==> config.mk <==
export PLATFORM = sky130hd
export DESIGN_NAME = obuf_tag_sched_flat
export DESIGN_NICKNAME = d
export VERILOG_FILES = /design/src/rtl/obuf_tag_sched_if.sv /design/src/rtl/obuf_tag_sched.sv /design/src/flat_wrapper.sv
export SDC_FILE = /design/constraint.sdc
export NUM_CORES = 1
export LEC_CHECK = 0
export ABC_CLOCK_PERIOD_IN_PS = 1200
export BUFFER_PORTS_ARGS = -buffer_cell sky130_fd_sc_hd__buf_4
export CORE_UTILIZATION = 30
export DETAILED_ROUTE_END_ITERATION = 8
export RECOVER_POWER = 25
export SLEW_MARGIN = 20
export SYNTH_ARGS = -nofsm -noshare
export SYNTH_HDL_FRONTEND = slang
export SYNTH_SLANG_ARGS = --single-unit
==> constraint.sdc <==
create_clock -name clk -period 1.2 [get_ports clk]
set_input_delay 0.18 -clock clk [delete_from_list [all_inputs] [get_ports clk]]
set_output_delay 0.18 -clock clk [all_outputs]
set_load 0.03 [all_outputs]
==> src/rtl/obuf_tag_sched_if.sv <==
// Handshake bundle between the output-buffer tag scheduler and its producer/consumer stages.
interface obuf_tag_sched_if #(
    parameter int unsigned TAG_W = 1
);
    logic             tag_req;
    logic             tag_ready;
    logic [TAG_W-1:0] tag_id;
    logic             tag_flush;
    logic             ldmem_tag_done;
    logic             ldmem_tag_ready;
    logic [TAG_W-1:0] ldmem_tag;
    logic             compute_tag_done;
    logic             compute_tag_ready;
    logic [TAG_W-1:0] compute_tag;
    logic             stmem_tag_done;
    logic             stmem_tag_ready;
    logic [TAG_W-1:0] stmem_tag;
    logic [TAG_W:0]   free_count;

    modport slave (
        input  tag_req, tag_flush, ldmem_tag_done, compute_tag_done, stmem_tag_done,
        output tag_ready, tag_id, ldmem_tag_ready, ldmem_tag, compute_tag_ready,
               compute_tag, stmem_tag_ready, stmem_tag, free_count
    );

    modport master (
        output tag_req, tag_flush, ldmem_tag_done, compute_tag_done, stmem_tag_done,
        input  tag_ready, tag_id, ldmem_tag_ready, ldmem_tag, compute_tag_ready,
               compute_tag, stmem_tag_ready, stmem_tag, free_count
    );
endinterface

==> src/rtl/obuf_tag_sched.sv <==
// Rotating output-buffer tag scheduler: each tag walks FREE->LDMEM->COMPUTE->(STMEM)->FREE
// in strict pointer order, with compute passes repeating until the tag is flushed.
module obuf_tag_sched #(
    parameter int unsigned NUM_TAGS      = 2,
    parameter int unsigned TAG_W         = 1,
    parameter bit          STORE_ENABLED = 1'b1
) (
    input  logic              clk,
    input  logic              reset,
    obuf_tag_sched_if.slave   bus
);

    localparam int unsigned CNT_W = TAG_W + 1;

    localparam logic [1:0] ST_FREE    = 2'd0;
    localparam logic [1:0] ST_LDMEM   = 2'd1;
    localparam logic [1:0] ST_COMPUTE = 2'd2;
    localparam logic [1:0] ST_STMEM   = 2'd3;

    logic [1:0]          r_state [NUM_TAGS];
    logic [NUM_TAGS-1:0] r_flush;
    logic [TAG_W-1:0]    r_alloc_ptr;
    logic [TAG_W-1:0]    r_ldmem_ptr;
    logic [TAG_W-1:0]    r_compute_ptr;
    logic [TAG_W-1:0]    r_stmem_ptr;

    logic [1:0]          w_state_nxt [NUM_TAGS];
    logic [NUM_TAGS-1:0] w_flush_nxt;
    logic [TAG_W-1:0]    w_alloc_ptr_nxt;
    logic [TAG_W-1:0]    w_ldmem_ptr_nxt;
    logic [TAG_W-1:0]    w_compute_ptr_nxt;
    logic [TAG_W-1:0]    w_stmem_ptr_nxt;

    logic                w_tag_ready;
    logic                w_ldmem_ready;
    logic                w_compute_ready;
    logic                w_stmem_ready;
    logic                w_alloc_hs;
    logic                w_ldmem_hs;
    logic                w_compute_hs;
    logic                w_stmem_hs;
    logic [TAG_W-1:0]    w_flush_tgt;
    logic                w_flush_hit;
    logic                w_compute_flush;
    logic [CNT_W-1:0]    w_free_cnt;

    assign w_tag_ready     = (r_state[r_alloc_ptr]   == ST_FREE);
    assign w_ldmem_ready   = (r_state[r_ldmem_ptr]   == ST_LDMEM);
    assign w_compute_ready = (r_state[r_compute_ptr] == ST_COMPUTE);
    assign w_stmem_ready   = (r_state[r_stmem_ptr]   == ST_STMEM);

    assign w_alloc_hs   = bus.tag_req          && w_tag_ready;
    assign w_ldmem_hs   = bus.ldmem_tag_done   && w_ldmem_ready;
    assign w_compute_hs = bus.compute_tag_done && w_compute_ready;
    assign w_stmem_hs   = bus.stmem_tag_done   && w_stmem_ready;

    // Flush always names the most recently allocated tag; a same-cycle flush counts for the compute done.
    assign w_flush_tgt     = r_alloc_ptr - TAG_W'(1);
    assign w_flush_hit     = bus.tag_flush && (r_state[w_flush_tgt] != ST_FREE);
    assign w_compute_flush = r_flush[r_compute_ptr] ||
                             (w_flush_hit && (w_flush_tgt == r_compute_ptr));

    // Next-state: each handshake owns a distinct tag, so the updates never collide.
    always_comb begin
        w_state_nxt       = r_state;
        w_flush_nxt       = r_flush;
        w_alloc_ptr_nxt   = r_alloc_ptr;
        w_ldmem_ptr_nxt   = r_ldmem_ptr;
        w_compute_ptr_nxt = r_compute_ptr;
        w_stmem_ptr_nxt   = r_stmem_ptr;

        if (w_flush_hit) begin
            w_flush_nxt[w_flush_tgt] = 1'b1;
        end
        if (w_alloc_hs) begin
            w_state_nxt[r_alloc_ptr] = ST_LDMEM;
            w_flush_nxt[r_alloc_ptr] = 1'b0;
            w_alloc_ptr_nxt          = r_alloc_ptr + TAG_W'(1);
        end
        if (w_ldmem_hs) begin
            w_state_nxt[r_ldmem_ptr] = ST_COMPUTE;
            w_ldmem_ptr_nxt          = r_ldmem_ptr + TAG_W'(1);
        end
        if (w_compute_hs && w_compute_flush) begin
            w_state_nxt[r_compute_ptr] = STORE_ENABLED ? ST_STMEM : ST_FREE;
            w_flush_nxt[r_compute_ptr] = 1'b0;
            w_compute_ptr_nxt          = r_compute_ptr + TAG_W'(1);
        end
        if (w_stmem_hs) begin
            w_state_nxt[r_stmem_ptr] = ST_FREE;
            w_stmem_ptr_nxt          = r_stmem_ptr + TAG_W'(1);
        end
    end

    always_ff @(posedge clk or posedge reset) begin
        if (reset) begin
            for (int unsigned i = 0; i < NUM_TAGS; i++) begin
                r_state[i] <= ST_FREE;
            end
            r_flush       <= '0;
            r_alloc_ptr   <= '0;
            r_ldmem_ptr   <= '0;
            r_compute_ptr <= '0;
            r_stmem_ptr   <= '0;
        end else begin
            r_state       <= w_state_nxt;
            r_flush       <= w_flush_nxt;
            r_alloc_ptr   <= w_alloc_ptr_nxt;
            r_ldmem_ptr   <= w_ldmem_ptr_nxt;
            r_compute_ptr <= w_compute_ptr_nxt;
            r_stmem_ptr   <= w_stmem_ptr_nxt;
        end
    end

    always_comb begin
        w_free_cnt = '0;
        for (int unsigned i = 0; i < NUM_TAGS; i++) begin
            if (r_state[i] == ST_FREE) begin
                w_free_cnt = w_free_cnt + CNT_W'(1);
            end
        end
    end

    assign bus.tag_ready         = w_tag_ready;
    assign bus.tag_id            = r_alloc_ptr;
    assign bus.ldmem_tag_ready   = w_ldmem_ready;
    assign bus.ldmem_tag         = r_ldmem_ptr;
    assign bus.compute_tag_ready = w_compute_ready;
    assign bus.compute_tag       = r_compute_ptr;
    assign bus.stmem_tag_ready   = w_stmem_ready;
    assign bus.stmem_tag         = r_stmem_ptr;
    assign bus.free_count        = w_free_cnt;

endmodule

==> src/flat_wrapper.sv <==
// flat-port wrapper written by rule: the top's interface ports become plain ports
module obuf_tag_sched_flat 
#(
    parameter int unsigned NUM_TAGS      = 2,
    parameter int unsigned TAG_W         = 1,
    parameter bit          STORE_ENABLED = 1'b1
)
  (clk, reset, bus_tag_req, bus_tag_flush, bus_ldmem_tag_done, bus_compute_tag_done, bus_stmem_tag_done, bus_tag_ready, bus_tag_id, bus_ldmem_tag_ready, bus_ldmem_tag, bus_compute_tag_ready, bus_compute_tag, bus_stmem_tag_ready, bus_stmem_tag, bus_free_count);
  obuf_tag_sched_if #(.TAG_W(TAG_W)) bus_i ();
  input  logic clk;
  input  logic reset;
  input wire logic [$bits(bus_i.tag_req)-1:0] bus_tag_req;
  input wire logic [$bits(bus_i.tag_flush)-1:0] bus_tag_flush;
  input wire logic [$bits(bus_i.ldmem_tag_done)-1:0] bus_ldmem_tag_done;
  input wire logic [$bits(bus_i.compute_tag_done)-1:0] bus_compute_tag_done;
  input wire logic [$bits(bus_i.stmem_tag_done)-1:0] bus_stmem_tag_done;
  output wire logic [$bits(bus_i.tag_ready)-1:0] bus_tag_ready;
  output wire logic [$bits(bus_i.tag_id)-1:0] bus_tag_id;
  output wire logic [$bits(bus_i.ldmem_tag_ready)-1:0] bus_ldmem_tag_ready;
  output wire logic [$bits(bus_i.ldmem_tag)-1:0] bus_ldmem_tag;
  output wire logic [$bits(bus_i.compute_tag_ready)-1:0] bus_compute_tag_ready;
  output wire logic [$bits(bus_i.compute_tag)-1:0] bus_compute_tag;
  output wire logic [$bits(bus_i.stmem_tag_ready)-1:0] bus_stmem_tag_ready;
  output wire logic [$bits(bus_i.stmem_tag)-1:0] bus_stmem_tag;
  output wire logic [$bits(bus_i.free_count)-1:0] bus_free_count;
  assign bus_i.tag_req = bus_tag_req;
  assign bus_i.tag_flush = bus_tag_flush;
  assign bus_i.ldmem_tag_done = bus_ldmem_tag_done;
  assign bus_i.compute_tag_done = bus_compute_tag_done;
  assign bus_i.stmem_tag_done = bus_stmem_tag_done;
  assign bus_tag_ready = bus_i.tag_ready;
  assign bus_tag_id = bus_i.tag_id;
  assign bus_ldmem_tag_ready = bus_i.ldmem_tag_ready;
  assign bus_ldmem_tag = bus_i.ldmem_tag;
  assign bus_compute_tag_ready = bus_i.compute_tag_ready;
  assign bus_compute_tag = bus_i.compute_tag;
  assign bus_stmem_tag_ready = bus_i.stmem_tag_ready;
  assign bus_stmem_tag = bus_i.stmem_tag;
  assign bus_free_count = bus_i.free_count;
  obuf_tag_sched #(.NUM_TAGS(NUM_TAGS), .TAG_W(TAG_W), .STORE_ENABLED(STORE_ENABLED)) u_core (.clk(clk), .reset(reset), .bus(bus_i));
endmodule
Word-level counts from Yosys, hierarchy flattened
Cells that the tools add are included.
Widths: inputs -> output; s select.
{ "op_classes": {"bitwise_logic": 19, "n_mux": 40, "addsub": 6, "n_reduce_logical": 19, "magnitude_cmp": 15, "eq_ne": 4} }
{ "ops": {"columns": ["op", "n"], "rows": [
  ["$mux 2", 23],
  ["$mux 4", 4],
  ["$logic_and 1x1->1", 14],
  ["$ge 2x2->1 const B", 5],
  ["$not 1->2", 5],
  ["$and 2x2->2", 4],
  ["$demux 2 s1", 4],
  ["$lt 2x1->1 const B", 4],
  ["$not 2->2", 4],
  ["$logic_not 2->1", 3],
  ["$lt 1x2->1 const B", 3],
  ["$mux 1", 6],
  ["$or 2x2->2", 3],
  ["$add 1x1->1 const B", 4],
  ["$and 4x4->4", 1],
  ["$eq 2x2->1 const B", 2],
  ["$not 4->4", 1],
  ["$or 4x4->4", 1],
  ["$demux 1 s1", 3],
  ["$ge 1x1->1 const B", 3],
  ["$add 1x1->2 const B", 1],
  ["$eq 2x1->1 const B", 1],
  ["$reduce_bool 2->1", 1],
  ["$eq 1x1->1", 1],
  ["2 further kinds", 2]
]} }
{ "totals": {"elab_cells": 110, "reg_bits": 10, "inputBits": 7} }

Logic depth before layout (Yosys ltp)
{ "logic_depth": {"depth_word": 14, "ltp_mapped": 4, "ltp_nobuf": 3} }

Worst setup path before layout
No wires, ideal clock.
{ "synth_path": {"path_kind": "register -> output", "startpoint": "reg u_core.r_ldmem_ptr, in the netlist u_core.bus.ldmem_tag", "endpoint": "out bus_ldmem_tag_ready", "path_stages_with_launch": 2, "arrival_time_ps": 1275, "path_slack_ps": -255, "path_cell_list": "dfrtp_1 o21ai_0"} }
{ "synth_via": {"elab_chain_cells": 5} }
{ "synth_lines": {"columns": ["element", "line_no", "rtl"], "rows": [
  ["start, declared", "obuf_tag_sched.sv:23", "logic [TAG_W-1:0] r_ldmem_ptr;"],
  ["start signal, assigned", "obuf_tag_sched.sv:109", "r_ldmem_ptr <= w_ldmem_ptr_nxt;"],
  ["$not 1->2 (implied by the code)", "obuf_tag_sched.sv:48", "assign w_ldmem_ready = (r_state[r_ldmem_ptr] == ST_LDMEM);"],
  ["$mux 2 (implied by the code) (3 in a row)", "obuf_tag_sched.sv:48", null],
  ["$eq 2x1->1", "obuf_tag_sched.sv:48", null],
  ["end, declared", "flat_wrapper.sv:19", "output wire logic [$bits(bus_i.ldmem_tag_ready)-1:0] bus_ldmem_tag_ready;"]
]} }
Every way passes these cells. The select of a mux whose other input is x is not followed.

Final worst setup path
{ "layout_path": {"startpoint": "reg u_core.r_state[0] in the netlist's numbering", "endpoint": "out bus_compute_tag_ready"} }
{ "layout_via": {"elab_chain_cells": 4} }
{ "layout_lines": {"columns": ["element", "line_no", "rtl"], "rows": [
  ["start, declared", "obuf_tag_sched.sv:20", "logic [1:0] r_state [NUM_TAGS];"],
  ["start signal, assigned", "obuf_tag_sched.sv:106", "r_state <= w_state_nxt;"],
  ["$mux 2 (implied by the code) (3 in a row)", "obuf_tag_sched.sv:49", "assign w_compute_ready = (r_state[r_compute_ptr] == ST_COMPUTE);"],
  ["$eq 2x2->1", "obuf_tag_sched.sv:49", null],
  ["end, declared", "flat_wrapper.sv:21", "output wire logic [$bits(bus_i.compute_tag_ready)-1:0] bus_compute_tag_ready;"]
]} }
Every way passes these cells. The select of a mux whose other input is x is not followed.

==> flow_results.org <==
** Outcome
- The flow ran to the end, but the final reports show violations.
- Violated checks :: negative setup slack

** Layout
- # nets final :: 113
- Antenna diode count :: 0
- From synthesis to final layout, the design area changed by 78.5%.
- Share of post-route cells with drive strength above 1 :: 55.8%
- After routing the design area is 1060 um2.

** STA
- Timing would allow up to 706 MHz.
- Adding up every negative setup slack in the final design gives -1.40 ns.
- RSZ-0062 raised after global routing :: true
- On the final layout, the worst clock skew is 0.00130 ns.
- After layout, the worst path uses 118% of the clock period.
- Shortest clock period the worst path allows after layout :: 1.42 ns
- Endpoints failing hold :: 0
- The max-slew violation count was 0.
- Setup violators final :: 12
- The worst pin sits at a relative slew slack of 72.4%.
- Once routing completed, OpenROAD measured the worst setup slack at -0.216 ns.
- Transition time at the pin with the least slew margin :: 0.414 ns

** Power
- Clk network pwr share :: 8.6%
- Cell internal pwr :: 2.00 mW
- Of the total power, combinational logic draws 71.3%.
- The analysis attributes to net switching a power of 1.53 mW.
- Peak supply drop :: 0.00142 V
- Pwr dens :: 3330 nW/um2
- Overall power after layout :: 3.53 mW
- Power share of the sequential group :: 20.1%
- Proportion of total power due to net switching :: 43.4%
- In this run the static leakage power is 0.490 nW.

** Floorplanning
- In this run the standard cell core region covers 1780 um2.
- 17 I/O pins were placed.
- The die covers 2160 um2.
- Y dimension of the die :: 46.5 um
- Die Wd :: 46.5 um
- Row generation in the floorplan step produced 15 rows.
- Initial standard-cell utilization of the core :: 33.3%

** Worst setup path
- The worst setup path is captured at a primary output.
- Largest fanout of any net on the critical path :: 9
- Data arrival time of the worst path :: 1.24 ns
- Critical Path Start Type :: register
- Classification of the worst setup path :: reg2out
- In this run the worst setup path begins at u_core.r_state[0]$_DFF_PP0_.
- Reg2reg start :: u_core.r_state[2]$_DFF_PP0_
- For the worst setup path, the data required time is 1.02 ns.

** Clocking
- Buffer type at the clock tree root :: sky130_fd_sc_hd__clkbuf_4
- Clock Tree Buf Depth :: 2
- Clk slew on worst S/H paths :: 0.07 ns
- For this design, the sink count on the clock tree is 10.
- CTS buffer count :: 3
- The later pin in the worst-skew pair is clocked with a latency of 0.27 ns.
- CTS tree :: yes
- CTS built an H-tree with a depth of 1.

** Synth
- The Yosys step of the flow raised 0 warnings.
- Summing every instance area after synthesis gives 594 um2.
- After Yosys synthesis, XOR and XNOR cells account for 0% of the synthesized area.
- Sequential fraction of the synthesis area :: 42.1%
- Number of register bits inferred by synthesis :: 10
- Instance count of the mapped netlist :: 66
- After synthesis, the netlist uses 25 different library cells.
- Post-Synthesis Mean Instance Area :: 9.00 um2
- Portion of netlist area occupied by mux cells :: 1.89%
- Synthesized-area fraction occupied by ao, oa, aoi and oai cells :: 25.7%
- Area fraction in and, or, nand and nor cells after synthesis :: 22.9%
- Post-synthesis net count :: 74
- Dominant combinational cell family by area after synthesis :: compound AO/OA/AOI/OAI gates
- Synth Area in Adders :: 2.11%

** GRT
- The initial antenna violation count was 0.
- Grt ovf :: 0
- The via count of the first global-routing pass is 582.
- All-layer global routing usage :: 17.8%
- Wire length of the first global-routing pass :: 2.58 mm
- Entering global routing, the biggest net connects 11 pins.

** Detailed routing
- The final route contains 660 vias.
- Number of detailed-routing iterations run before antenna repair :: 5
- For this run, design rule violations remaining after detail routing come to 0.
- After detailed routing, the average wire length per cell comes to 13.6 um.
- Using the TritonRoute via totals, the vias-per-cell ratio works out to 5.12.
- Number of violations reported at the end of detailed-routing iteration 0 :: 31
- The final layout contains routed wiring with a total length of 1.75 mm.
- Once detail routing completed, the nets flagged for antenna violations numbered 0.

** Place
- Total cell area at the placement stage :: 791 um2
- The count of buffers added on input and output ports is 16.
- Last weighted congestion value of the routability-driven placer :: 0.778
- Prior to clock tree synthesis, the placed netlist has a worst setup slack of 0.0118 ns.
- After legalization and detailed placement, the total HPWL measured 1.02 mm.

** Job
- Max-capacitance violation count :: 0

** Min path
- Min-Delay Path Class :: in2reg
- In this run the most critical hold path is launched from bus_ldmem_tag_done.
==> registers in the layout, summed over array words and instances, names as in the netlist <==
register / cells
u_core.bus.tag_id: 1
u_core.bus.stmem_tag: 1
u_core.bus.compute_tag: 1
u_core.r_flush: 2
u_core.bus.ldmem_tag: 1
u_core.r_state: 4
==> logic make-up (layout without fill, tap and decap cells) <==
| group | after synthesis | in the layout |
|---|---|---|
| AO/OA/AOI/OAI | 25 | 25 |
| AND/OR/NAND/NOR | 23 | 23 |
| flip-flops | 10 | 10 |
| buffers and inverters | 6 | 44 |
| adder cells (fa/ha/maj) | 1 | 1 |
| multiplexers | 1 | 1 |
==> metal layers <==
| metal | GRT usage (%) | up-vias | share of wire, % |
|---|---|---|---|
| met4 | 7.65 | 0 | 3.3 |
| met2 | 26.9 | 24 | 48 |
| met5 | 0 | - | 0 |
| li1 | - | 316 | - |
| met3 | 7.84 | 7 | 5.5 |
| met1 | 21.5 | 313 | 43 |
==> cells in the mapped netlist, drive strengths merged <==
cell | number | share of area (%)
a21bo | 1 | 1.7
a21o | 2 | 2.5
a21oi | 4 | 3.4
a22o | 1 | 1.5
a2bb2oi | 1 | 1.5
a31oi | 4 | 4.2
and3b | 1 | 1.5
and4bb | 1 | 2.1
buf | 2 | 2.7
dfrtp | 10 | 42
ha | 1 | 2.1
inv | 4 | 2.5
mux2 | 1 | 1.9
nand2 | 4 | 2.5
nand2b | 3 | 3.2
nand3 | 3 | 2.5
nand3b | 3 | 3.8
nor2 | 5 | 3.2
nor2b | 2 | 2.1
nor3b | 1 | 2.1
o211ai | 1 | 1.3
o21a | 1 | 1.3
o21ai | 10 | 8.4
==> critical path, stage by stage, from the launching register on <==
cell	delay (ns)
sky130_fd_sc_hd__dfrtp_1	0.41
sky130_fd_sc_hd__buf_4	0.18
sky130_fd_sc_hd__nand3b_1	0.17
sky130_fd_sc_hd__o21ai_2	0.07
sky130_fd_sc_hd__buf_6	0.14
==> path summary, 6_finish.rpt <==
path,cells after the start,slack [ns],to
setup / recovery,4,-0.22,bus_compute_tag_ready
hold / removal,3,0.22,u_core.r_state[1]$_DFF_PP0_
setup reg to reg,5,-0.14,u_core.r_state[2]$_DFF_PP0_
hold reg to reg,2,0.61,u_core.r_flush[1]$_DFF_PP0_
max in group asynchronous,3,0.43,u_core.bus.tag_id$_DFFE_PP0N_
min in group asynchronous,3,0.46,u_core.r_flush[1]$_DFF_PP0_
==> cell type report <==
cell class | instances | area [um2]
fillers | 147 | 722
well taps | 25 | 31.3
repair buffers | 36 | 338
multi-input cells | 50 | 389
flip-flops and latches | 10 | 251
inverters | 4 | 15.0
clock buffers | 4 | 36.3
==> power by group through the flow <==
stage / Combinational, mW / Clock [mW] / Sequential (mW)
after floorplan: 0.968 / 0 / 0.829
after global placement: 1.71 / 0 / 0.661
after detailed placement: 1.72 / 0 / 0.665
after CTS: 2.16 / 0.315 / 0.667
after global routing: 2.68 / 0.335 / 0.737
final: 2.52 / 0.305 / 0.709
==> through the flow <==
stage / util [%] / std cells / hold slack, ns
floorplan: - / 66 / 0.0201
global placement: 44.4 / 112 / 0.197
detailed placement: 44.4 / 112 / 0.194
CTS: 53.7 / 123 / 0.221
global route: 59.5 / 129 / 0.230
finish: 59.5 / 129 / 0.223
==> cell usage in the layout (no fill, tap or decap), drive strengths merged <==
master,n
dfrtp,10
inv,4
nand3,3
nor2,5
and3b,1
dlygate4sd3,1
buf,34
o21a,1
a2bb2oi,1
a21bo,1
a22o,1
nor2b,2
clkbuf,5
a21oi,4
nand3b,3
and4bb,1
o211ai,1
a31oi,4
o21ai,10
nor3b,1
ha,1
nand2,4
a21o,2
mux2,1
nand2b,3
==> what timing repair did <==
item | in CTS | in global routing
setup buffers | 6 | 6
hold buffers | 1 | 0
resized for setup | 16 | 14
pin swaps | 6 | 11
endpoints found under the setup margin | 7 | 12
hold endpoints to repair | 10 | 0
No activity file was read; power rests on OpenSTA's default activity.
